--- config.mk ---
export PLATFORM = sky130hd
export DESIGN_NAME = segment_sequencer_flat
export DESIGN_NICKNAME = d
export VERILOG_FILES = /design/src/rtl/segment_sequencer_pkg.sv /design/src/rtl/segment_sequencer_if.sv /design/src/rtl/segment_sequencer_tick_prescaler.sv /design/src/rtl/segment_sequencer.sv /design/src/flat_wrapper.sv
export SDC_FILE = /design/constraint.sdc
export NUM_CORES = 1
export LEC_CHECK = 0
export BUFFER_PORTS_ARGS = -buffer_cell sky130_fd_sc_hd__buf_2
export CAP_MARGIN = 5
export CORE_UTILIZATION = 50
export CTS_CLUSTER_DIAMETER = 200
export DETAILED_ROUTE_END_ITERATION = 16
export PLACE_DENSITY_LB_ADDON = 0.25
export SLEW_MARGIN = 0
export SYNTH_ARGS = -nofsm -noshare
export SYNTH_HDL_FRONTEND = slang
export SYNTH_HIERARCHICAL = 1
export SYNTH_SLANG_ARGS = --single-unit
--- constraint.sdc ---
create_clock -name clk -period 5.32 [get_ports clk]
set_clock_uncertainty 0.2 [all_clocks]
set_input_delay 0 -clock clk [delete_from_list [all_inputs] [get_ports clk]]
set_output_delay 0 -clock clk [all_outputs]
set_load 0.02 [all_outputs]
--- src/rtl/segment_sequencer_pkg.sv ---
// Shared definitions for the segment sequencer.
//   seq_state_e : FSM state encoding (IDLE, RUN, PAUSE, DONE)
//   seg_field() : pulls field i of width w out of a packed parameter table
package segment_sequencer_pkg;

  typedef enum logic [1:0] {
    ST_IDLE  = 2'd0,
    ST_RUN   = 2'd1,
    ST_PAUSE = 2'd2,
    ST_DONE  = 2'd3
  } seq_state_e;

  // Upper bounds for packed tables handed to seg_field(); a table of
  // NUM_SEG*WIDTH bits must fit in TABLE_MAX and WIDTH in FIELD_MAX.
  localparam int TABLE_MAX = 1024;
  localparam int FIELD_MAX = 32;

  function automatic logic [FIELD_MAX-1:0] seg_field(
    input logic [TABLE_MAX-1:0] vec,
    input int                   i,
    input int                   w
  );
    logic [TABLE_MAX-1:0] sh;
    logic [FIELD_MAX-1:0] f;
    sh = vec >> (i * w);
    f  = '0;
    for (int b = 0; b < FIELD_MAX; b++) begin
      if (b < w) f[b] = sh[b];
    end
    return f;
  endfunction

endpackage

--- src/rtl/segment_sequencer_if.sv ---
// Control/status bundle between the sequencer and its user.
//   go, pause          : user -> sequencer
//   count, seg_idx,    : sequencer -> user, all registered
//   seg_last, busy,
//   done, dbg_state
// Handshake: go is a plain request sampled on every clk edge; there is no
// ready. It is acted on only in IDLE or DONE and silently dropped in RUN or
// PAUSE. pause is a level, honoured only in RUN/PAUSE.
interface segment_sequencer_if #(
  parameter int WIDTH = 4,
  parameter int IDX_W = 1
);
  logic                              go;
  logic                              pause;
  logic [WIDTH-1:0]                  count;
  logic [IDX_W-1:0]                  seg_idx;
  logic                              seg_last;
  logic                              busy;
  logic                              done;
  segment_sequencer_pkg::seq_state_e dbg_state;

  modport master (
    output go, pause,
    input  count, seg_idx, seg_last, busy, done, dbg_state
  );

  modport slave (
    input  go, pause,
    output count, seg_idx, seg_last, busy, done, dbg_state
  );
endinterface

--- src/rtl/segment_sequencer_tick_prescaler.sv ---
// Step-rate prescaler: one tick every PRESCALE enabled clocks.
//   clk, rst_btn : clock, asynchronous active-low reset
//   en           : count enable (sequencer running and not paused)
//   clr          : restart the period from zero (sequencer start edge)
//   tick         : combinational, high while the count sits at PRESCALE-1
//                  and en is high
module segment_sequencer_tick_prescaler #(
  parameter int unsigned PRESCALE = 1
) (
  input  logic clk,
  input  logic rst_btn,
  input  logic en,
  input  logic clr,
  output logic tick
);
  localparam int unsigned PS_W = (PRESCALE > 1) ? $clog2(PRESCALE) : 1;
  localparam logic [PS_W-1:0] PS_LAST = PS_W'(PRESCALE - 1);

  logic [PS_W-1:0] cnt_q, cnt_d;

  assign tick = en && (cnt_q == PS_LAST);

  always_comb begin
    cnt_d = cnt_q;
    if (clr) begin
      cnt_d = '0;
    end else if (en) begin
      cnt_d = tick ? '0 : cnt_q + PS_W'(1);
    end
  end

  always_ff @(posedge clk or negedge rst_btn) begin
    if (!rst_btn) cnt_q <= '0;
    else          cnt_q <= cnt_d;
  end
endmodule

--- src/rtl/segment_sequencer.sv ---
// Multi-segment count sequencer. One counter walks NUM_SEG chained segments,
// each with its own start, end and increment; loops or stops in DONE.
//   clk, rst_btn : clock, asynchronous active-low reset
//   bus (slave)  : go/pause in; count, seg_idx, seg_last, busy, done and
//                  dbg_state (current FSM state) out, all registered
module segment_sequencer
  import segment_sequencer_pkg::*;
#(
  parameter int                         WIDTH      = 4,
  parameter int                         NUM_SEG    = 2,
  parameter logic [NUM_SEG*WIDTH-1:0]   SEG_START  = {4'd14, 4'd0},
  parameter logic [NUM_SEG*WIDTH-1:0]   SEG_END    = {4'd1, 4'd15},
  parameter logic [NUM_SEG*WIDTH-1:0]   SEG_INCR   = {4'hF, 4'd1},
  parameter bit                         LOOP       = 1'b1,
  parameter bit                         AUTO_START = 1'b1,
  parameter int unsigned                PRESCALE   = 12_000_000
) (
  input logic                clk,
  input logic                rst_btn,
  segment_sequencer_if.slave bus
);
  localparam int IDX_W = (NUM_SEG > 1) ? $clog2(NUM_SEG) : 1;
  localparam logic [IDX_W-1:0] LAST_SEG = IDX_W'(NUM_SEG - 1);

  // Per-segment constants unpacked once so the datapath is a plain mux.
  logic [WIDTH-1:0] start_tab [NUM_SEG];
  logic [WIDTH-1:0] end_tab   [NUM_SEG];
  logic [WIDTH-1:0] incr_tab  [NUM_SEG];

  for (genvar g = 0; g < NUM_SEG; g++) begin : g_tab
    assign start_tab[g] = WIDTH'(seg_field(TABLE_MAX'(SEG_START), g, WIDTH));
    assign end_tab[g]   = WIDTH'(seg_field(TABLE_MAX'(SEG_END),   g, WIDTH));
    assign incr_tab[g]  = WIDTH'(seg_field(TABLE_MAX'(SEG_INCR),  g, WIDTH));
  end

  seq_state_e       state_q, state_d;
  logic [WIDTH-1:0] count_q, count_d;
  logic [IDX_W-1:0] seg_q, seg_d;
  logic             seg_last_q, seg_last_d;
  logic             busy_q, busy_d;
  logic             done_q, done_d;
  logic             start;
  logic             tick;
  logic             ps_en;

  // The prescaler only advances in RUN with pause low. The clock spent in
  // PAUSE that sees pause drop is also frozen, so the period picks up where
  // it stopped on the first clock back in RUN.
  assign ps_en = (state_q == ST_RUN) && !bus.pause;

  segment_sequencer_tick_prescaler #(
    .PRESCALE (PRESCALE)
  ) u_prescaler (
    .clk     (clk),
    .rst_btn (rst_btn),
    .en      (ps_en),
    .clr     (start),
    .tick    (tick)
  );

  always_comb begin
    state_d    = state_q;
    count_d    = count_q;
    seg_d      = seg_q;
    seg_last_d = 1'b0;
    start      = 1'b0;

    case (state_q)
      ST_IDLE:  if (bus.go || AUTO_START) start = 1'b1;
      ST_RUN: begin
        if (bus.pause) begin
          state_d = ST_PAUSE;
        end else if (tick) begin
          if (count_q != end_tab[seg_q]) begin
            count_d = count_q + incr_tab[seg_q];
          end else begin
            seg_last_d = 1'b1;
            if (seg_q != LAST_SEG) begin
              seg_d   = seg_q + IDX_W'(1);
              count_d = start_tab[seg_q + IDX_W'(1)];
            end else if (LOOP) begin
              seg_d   = '0;
              count_d = start_tab[0];
            end else begin
              // One-shot: park on the final END value.
              state_d = ST_DONE;
            end
          end
        end
      end
      ST_PAUSE: if (!bus.pause) state_d = ST_RUN;
      ST_DONE:  if (bus.go) start = 1'b1;
      default:  state_d = ST_IDLE;
    endcase

    // A start never takes a step in the same clock; the prescaler is cleared
    // alongside so the first step lands PRESCALE clocks later.
    if (start) begin
      state_d = ST_RUN;
      count_d = start_tab[0];
      seg_d   = '0;
    end

    busy_d = (state_d == ST_RUN) || (state_d == ST_PAUSE);
    done_d = (state_d == ST_DONE);
  end

  always_ff @(posedge clk or negedge rst_btn) begin
    if (!rst_btn) begin
      state_q    <= ST_IDLE;
      count_q    <= '0;
      seg_q      <= '0;
      seg_last_q <= 1'b0;
      busy_q     <= 1'b0;
      done_q     <= 1'b0;
    end else begin
      state_q    <= state_d;
      count_q    <= count_d;
      seg_q      <= seg_d;
      seg_last_q <= seg_last_d;
      busy_q     <= busy_d;
      done_q     <= done_d;
    end
  end

  assign bus.count     = count_q;
  assign bus.seg_idx   = seg_q;
  assign bus.seg_last  = seg_last_q;
  assign bus.busy      = busy_q;
  assign bus.done      = done_q;
  assign bus.dbg_state = state_q;
endmodule
--- src/flat_wrapper.sv ---
// flat-port wrapper written by rule: the top's interface ports become plain ports
module segment_sequencer_flat import segment_sequencer_pkg::*;
#(
  parameter int                         WIDTH      = 4,
  parameter int                         NUM_SEG    = 2,
  parameter logic [NUM_SEG*WIDTH-1:0]   SEG_START  = {4'd14, 4'd0},
  parameter logic [NUM_SEG*WIDTH-1:0]   SEG_END    = {4'd1, 4'd15},
  parameter logic [NUM_SEG*WIDTH-1:0]   SEG_INCR   = {4'hF, 4'd1},
  parameter bit                         LOOP       = 1'b1,
  parameter bit                         AUTO_START = 1'b1,
  parameter int unsigned                PRESCALE   = 12_000_000
)
  (clk, rst_btn, bus_go, bus_pause, bus_count, bus_seg_idx, bus_seg_last, bus_busy, bus_done, bus_dbg_state);
  segment_sequencer_if #(.WIDTH(WIDTH)) bus_i ();
  input logic clk;
  input logic rst_btn;
  input wire logic [$bits(bus_i.go)-1:0] bus_go;
  input wire logic [$bits(bus_i.pause)-1:0] bus_pause;
  output wire logic [$bits(bus_i.count)-1:0] bus_count;
  output wire logic [$bits(bus_i.seg_idx)-1:0] bus_seg_idx;
  output wire logic [$bits(bus_i.seg_last)-1:0] bus_seg_last;
  output wire logic [$bits(bus_i.busy)-1:0] bus_busy;
  output wire logic [$bits(bus_i.done)-1:0] bus_done;
  output wire logic [$bits(bus_i.dbg_state)-1:0] bus_dbg_state;
  assign bus_i.go = bus_go;
  assign bus_i.pause = bus_pause;
  assign bus_count = bus_i.count;
  assign bus_seg_idx = bus_i.seg_idx;
  assign bus_seg_last = bus_i.seg_last;
  assign bus_busy = bus_i.busy;
  assign bus_done = bus_i.done;
  assign bus_dbg_state = bus_i.dbg_state;
  segment_sequencer #(.WIDTH(WIDTH), .NUM_SEG(NUM_SEG), .SEG_START(SEG_START), .SEG_END(SEG_END), .SEG_INCR(SEG_INCR), .LOOP(LOOP), .AUTO_START(AUTO_START), .PRESCALE(PRESCALE)) u_core (.clk(clk), .rst_btn(rst_btn), .bus(bus_i));
endmodule
==> flow_summary.json <==
{
  "outcome": "complete, no violations",
  "vias_per_cell": 5.99,
  "row_count": 23,
  "drive_gt1_share_pct": 13.7,
  "power.density_mw_per_mm2": 333,
  "finalWeightedCongestion": 0.865,
  "post-cts-setup-buffers": 0,
  "relSlewSlack_pct": 48.3,
  "syn_avg_cell_area_sq_um": 9.32,
  "critPathRequiredTime_ps": 5280,
  "finalSetupViolCount": 0,
  "fin_util_pct": 59.2,
  "grt_max_degree": 35,
  "ctsHoldBuffers": 3,
  "syn_nets": 253,
  "synth_compound_area_share_pct": 13.8,
  "drcViolationCount": 0,
  "setup_tns_ps": 0,
  "firstDrtPassIters": 4,
  "reg2reg_to": "u_core/bus.count[3]",
  "r2r_cells": 11,
  "yosys.area_share.xor_xnor_pct": 5.90,
  "max-vdd-ir-drop_v": 0.000295,
  "synth_edf_count": 0,
  "slew_viol_final": 0,
  "cts_resized": 0,
  "reg2reg_from": "u_core/bus.dbg_state[1]",
  "drtAntennaViolNets": 0,
  "synth.area.mux_share_pct": 0.955,
  "die_area_sq_mm": 0.00473,
  "leakagePower_nw": 1.02,
  "final_cells": 305,
  "wl_per_cell_um": 15.4,
  "hold_viol_final": 0,
  "synthesis.area_sq_mm": 0.00223,
  "dpl.hpwl_mm": 3.15,
  "netlist-cell-type-count": 56,
  "core_sq_mm": 0.00414,
  "overflow": 0,
  "chipHeight_um": 68.7,
  "cp.arrival_ps": 3120,
  "ioPinCount": 14,
  "worstPathMaxFanout": 18,
  "ys_seq_area_share_pct": 38.2,
  "async_flop_share_pct": 100,
  "tightest_slew_ps": 775,
  "slowest_delay_ps": 480,
  "layout_common_cells": "dfrtp_1 (34), nor2_1 (29), nand2_1 (16)",
  "numCtsBuffers": 5,
  "layout_commonest_cell": "dfrtp_1",
  "cap_violations": 0,
  "start_util_pct": 53.7,
  "synth_simple_gate_area_share_pct": 30.6,
  "synth_warnings": 6,
  "fin_nets": 268,
  "antenna_found_initial": 0,
  "placed_cells": 294,
  "n_antenna_cell": 0,
  "period_needed_ps": 3160,
  "cp_slowest_cell": "or4_4",
  "areaGrowthSynthToFinish_pct": 10.1,
  "die_x_um": 68.7,
  "hold_class": "primary input to asynchronous set/reset pin",
  "htree_levels": 2,
  "drt-total-wl_mm": 4.69,
  "startpoint": "u_core/bus.dbg_state[1]",
  "endpoint": "u_core/bus.count[3]",
  "endpoint_kind": "flip-flop",
  "drt_iter0_markers": 127,
  "syn_inst": 239,
  "synth_top_family_by_area": "simple AND/OR/NAND/NOR gates",
  "root_buffer": "clkbuf_8",
  "rrSetupSlack_ps": 2160,
  "path_clk_slew_ps": 70,
  "rsz0062_at_grt": "no",
  "ys_seq_elements": 34,
  "grtUsageTotal_pct": 23.1,
  "synth_adder_area_share_pct": 5.96,
  "finalCritPeriodShare_pct": 59.5,
  "clock_path_buffers": 2,
  "crit_chain": "inv_1 > ha_1 > nor2b_1 > buf_4 > nand4b_1 > or4_4 > nor2_1 > nand3b_4 > and2_4 > a2111oi_1 > a211oi_1",
  "synth_ff_type": "dfrtp_1",
  "numPortBuffers": 13,
  "path_class": "flip-flop to flip-flop",
  "insertion_delay_ps": 290,
  "fin_hold_ws_ps": 128,
  "cts_tree": "done",
  "vias": 1828,
  "grt_pass1_vias": 1679,
  "fmax_mhz": 316,
  "cp-start-kind": "flip-flop",
  "grt_pass1_wl_mm": 7.95,
  "clock-sinks": 34
}
-- per-stage QoR --
step	power, mW	setup WS, ps	cell area (sq um)
final	0.818	2160	2450
after global routing	0.867	1930	2450
after CTS	0.824	2170	2450
after detailed placement	0.589	2190	2310
after global placement	0.581	2300	2310
after floorplan	0.514	2090	2230
-- cells in the mapped netlist (all sizes together), types with 3 or more instances --
| master | count | share of area, % |
|---|---|---|
| a211oi | 3 | 1.0 |
| a21oi | 14 | 3.3 |
| and2 | 3 | 0.96 |
| buf | 7 | 2.0 |
| clkbuf | 3 | 0.56 |
| dfrtp | 34 | 38 |
| ha | 9 | 5.1 |
| inv | 12 | 2.0 |
| nand2 | 16 | 2.7 |
| nand2b | 5 | 1.4 |
| nand3 | 10 | 3.0 |
| nand4 | 10 | 3.5 |
| nor2 | 29 | 4.9 |
| nor2b | 3 | 0.84 |
| nor3 | 7 | 1.6 |
| nor4 | 15 | 5.2 |
| o211ai | 4 | 1.6 |
| o21ai | 3 | 0.67 |
| o21bai | 4 | 1.9 |
| o31ai | 3 | 1.0 |
| or4 | 4 | 1.7 |
| xnor2 | 12 | 4.7 |
| xor2 | 3 | 1.2 |
-- report_power, final --
| part | internal [mW] | switching [mW] |
|---|---|---|
| Sequential | 0.285 | 0.0297 |
| Clock | 0.138 | 0.0948 |
| Combinational | 0.0995 | 0.171 |
| Total | 0.523 | 0.295 |
-- cell type report --
cell class / count / area, sq um
Fill cell: 383 / 1690
Clock inverter: 3 / 40.0
Sequential cell: 34 / 851
Timing Repair Buffer: 18 / 110
Tap cell: 50 / 62.6
Inverter: 12 / 45.0
Multi-Input combinational cell: 183 / 1270
Clock buffer: 5 / 68.8
-- routing by layer --
metal | global-route usage [%] | part of all wire (%) | vias up
li1 | - | - | 903
met1 | 34.2 | 51 | 866
met2 | 31.9 | 43 | 54
met3 | 5.92 | 5.0 | 5
met4 | 8.93 | 1.1 | 0
met5 | 0 | 0 | -
-- worst min path at each step --
stage          startpoint             endpoint  slack, ps  cells past startpoint
2_1_floorplan     rst_btn      u_core/bus.busy       -500                      0
3_3_place_gp      rst_btn  u_core/bus.count[3]        -80                      1
3_5_place_dp      rst_btn  u_core/bus.count[3]        -70                      1
4_1_cts           rst_btn  u_core/bus.count[3]        170                      2
5_1_grt           rst_btn  u_core/bus.count[2]        200                      2
6_report          rst_btn  u_core/bus.count[3]        130                      2
-- worst max-delay path, delay by kind of cell, from the launching register on --
family / cells / cell delay, ps
AOI/OAI and AO/OA: 2 / 420
adders and majority gates: 1 / 270
buffers and inverters: 2 / 320
DFF: 1 / 430
and+or+nand+nor: 6 / 1390
-- registers in the layout, indices dropped and copies added, names as in the netlist --
name                      cells
u_core/bus.busy               1
u_core/bus.count              4
u_core/u_prescaler/cnt_q     24
u_core/bus.seg_last           1
u_core/bus.seg_idx            1
u_core/bus.done               1
u_core/bus.dbg_state          2
-- kinds of logic after synthesis --
kind of cell    Yosys count
compound gates           42
flops                    34
buf+inv                  22
mux                       2
xor+xnor                 15
fa+ha+maj                10
simple gates            114
No activity file was read; power rests on OpenSTA's default activity.
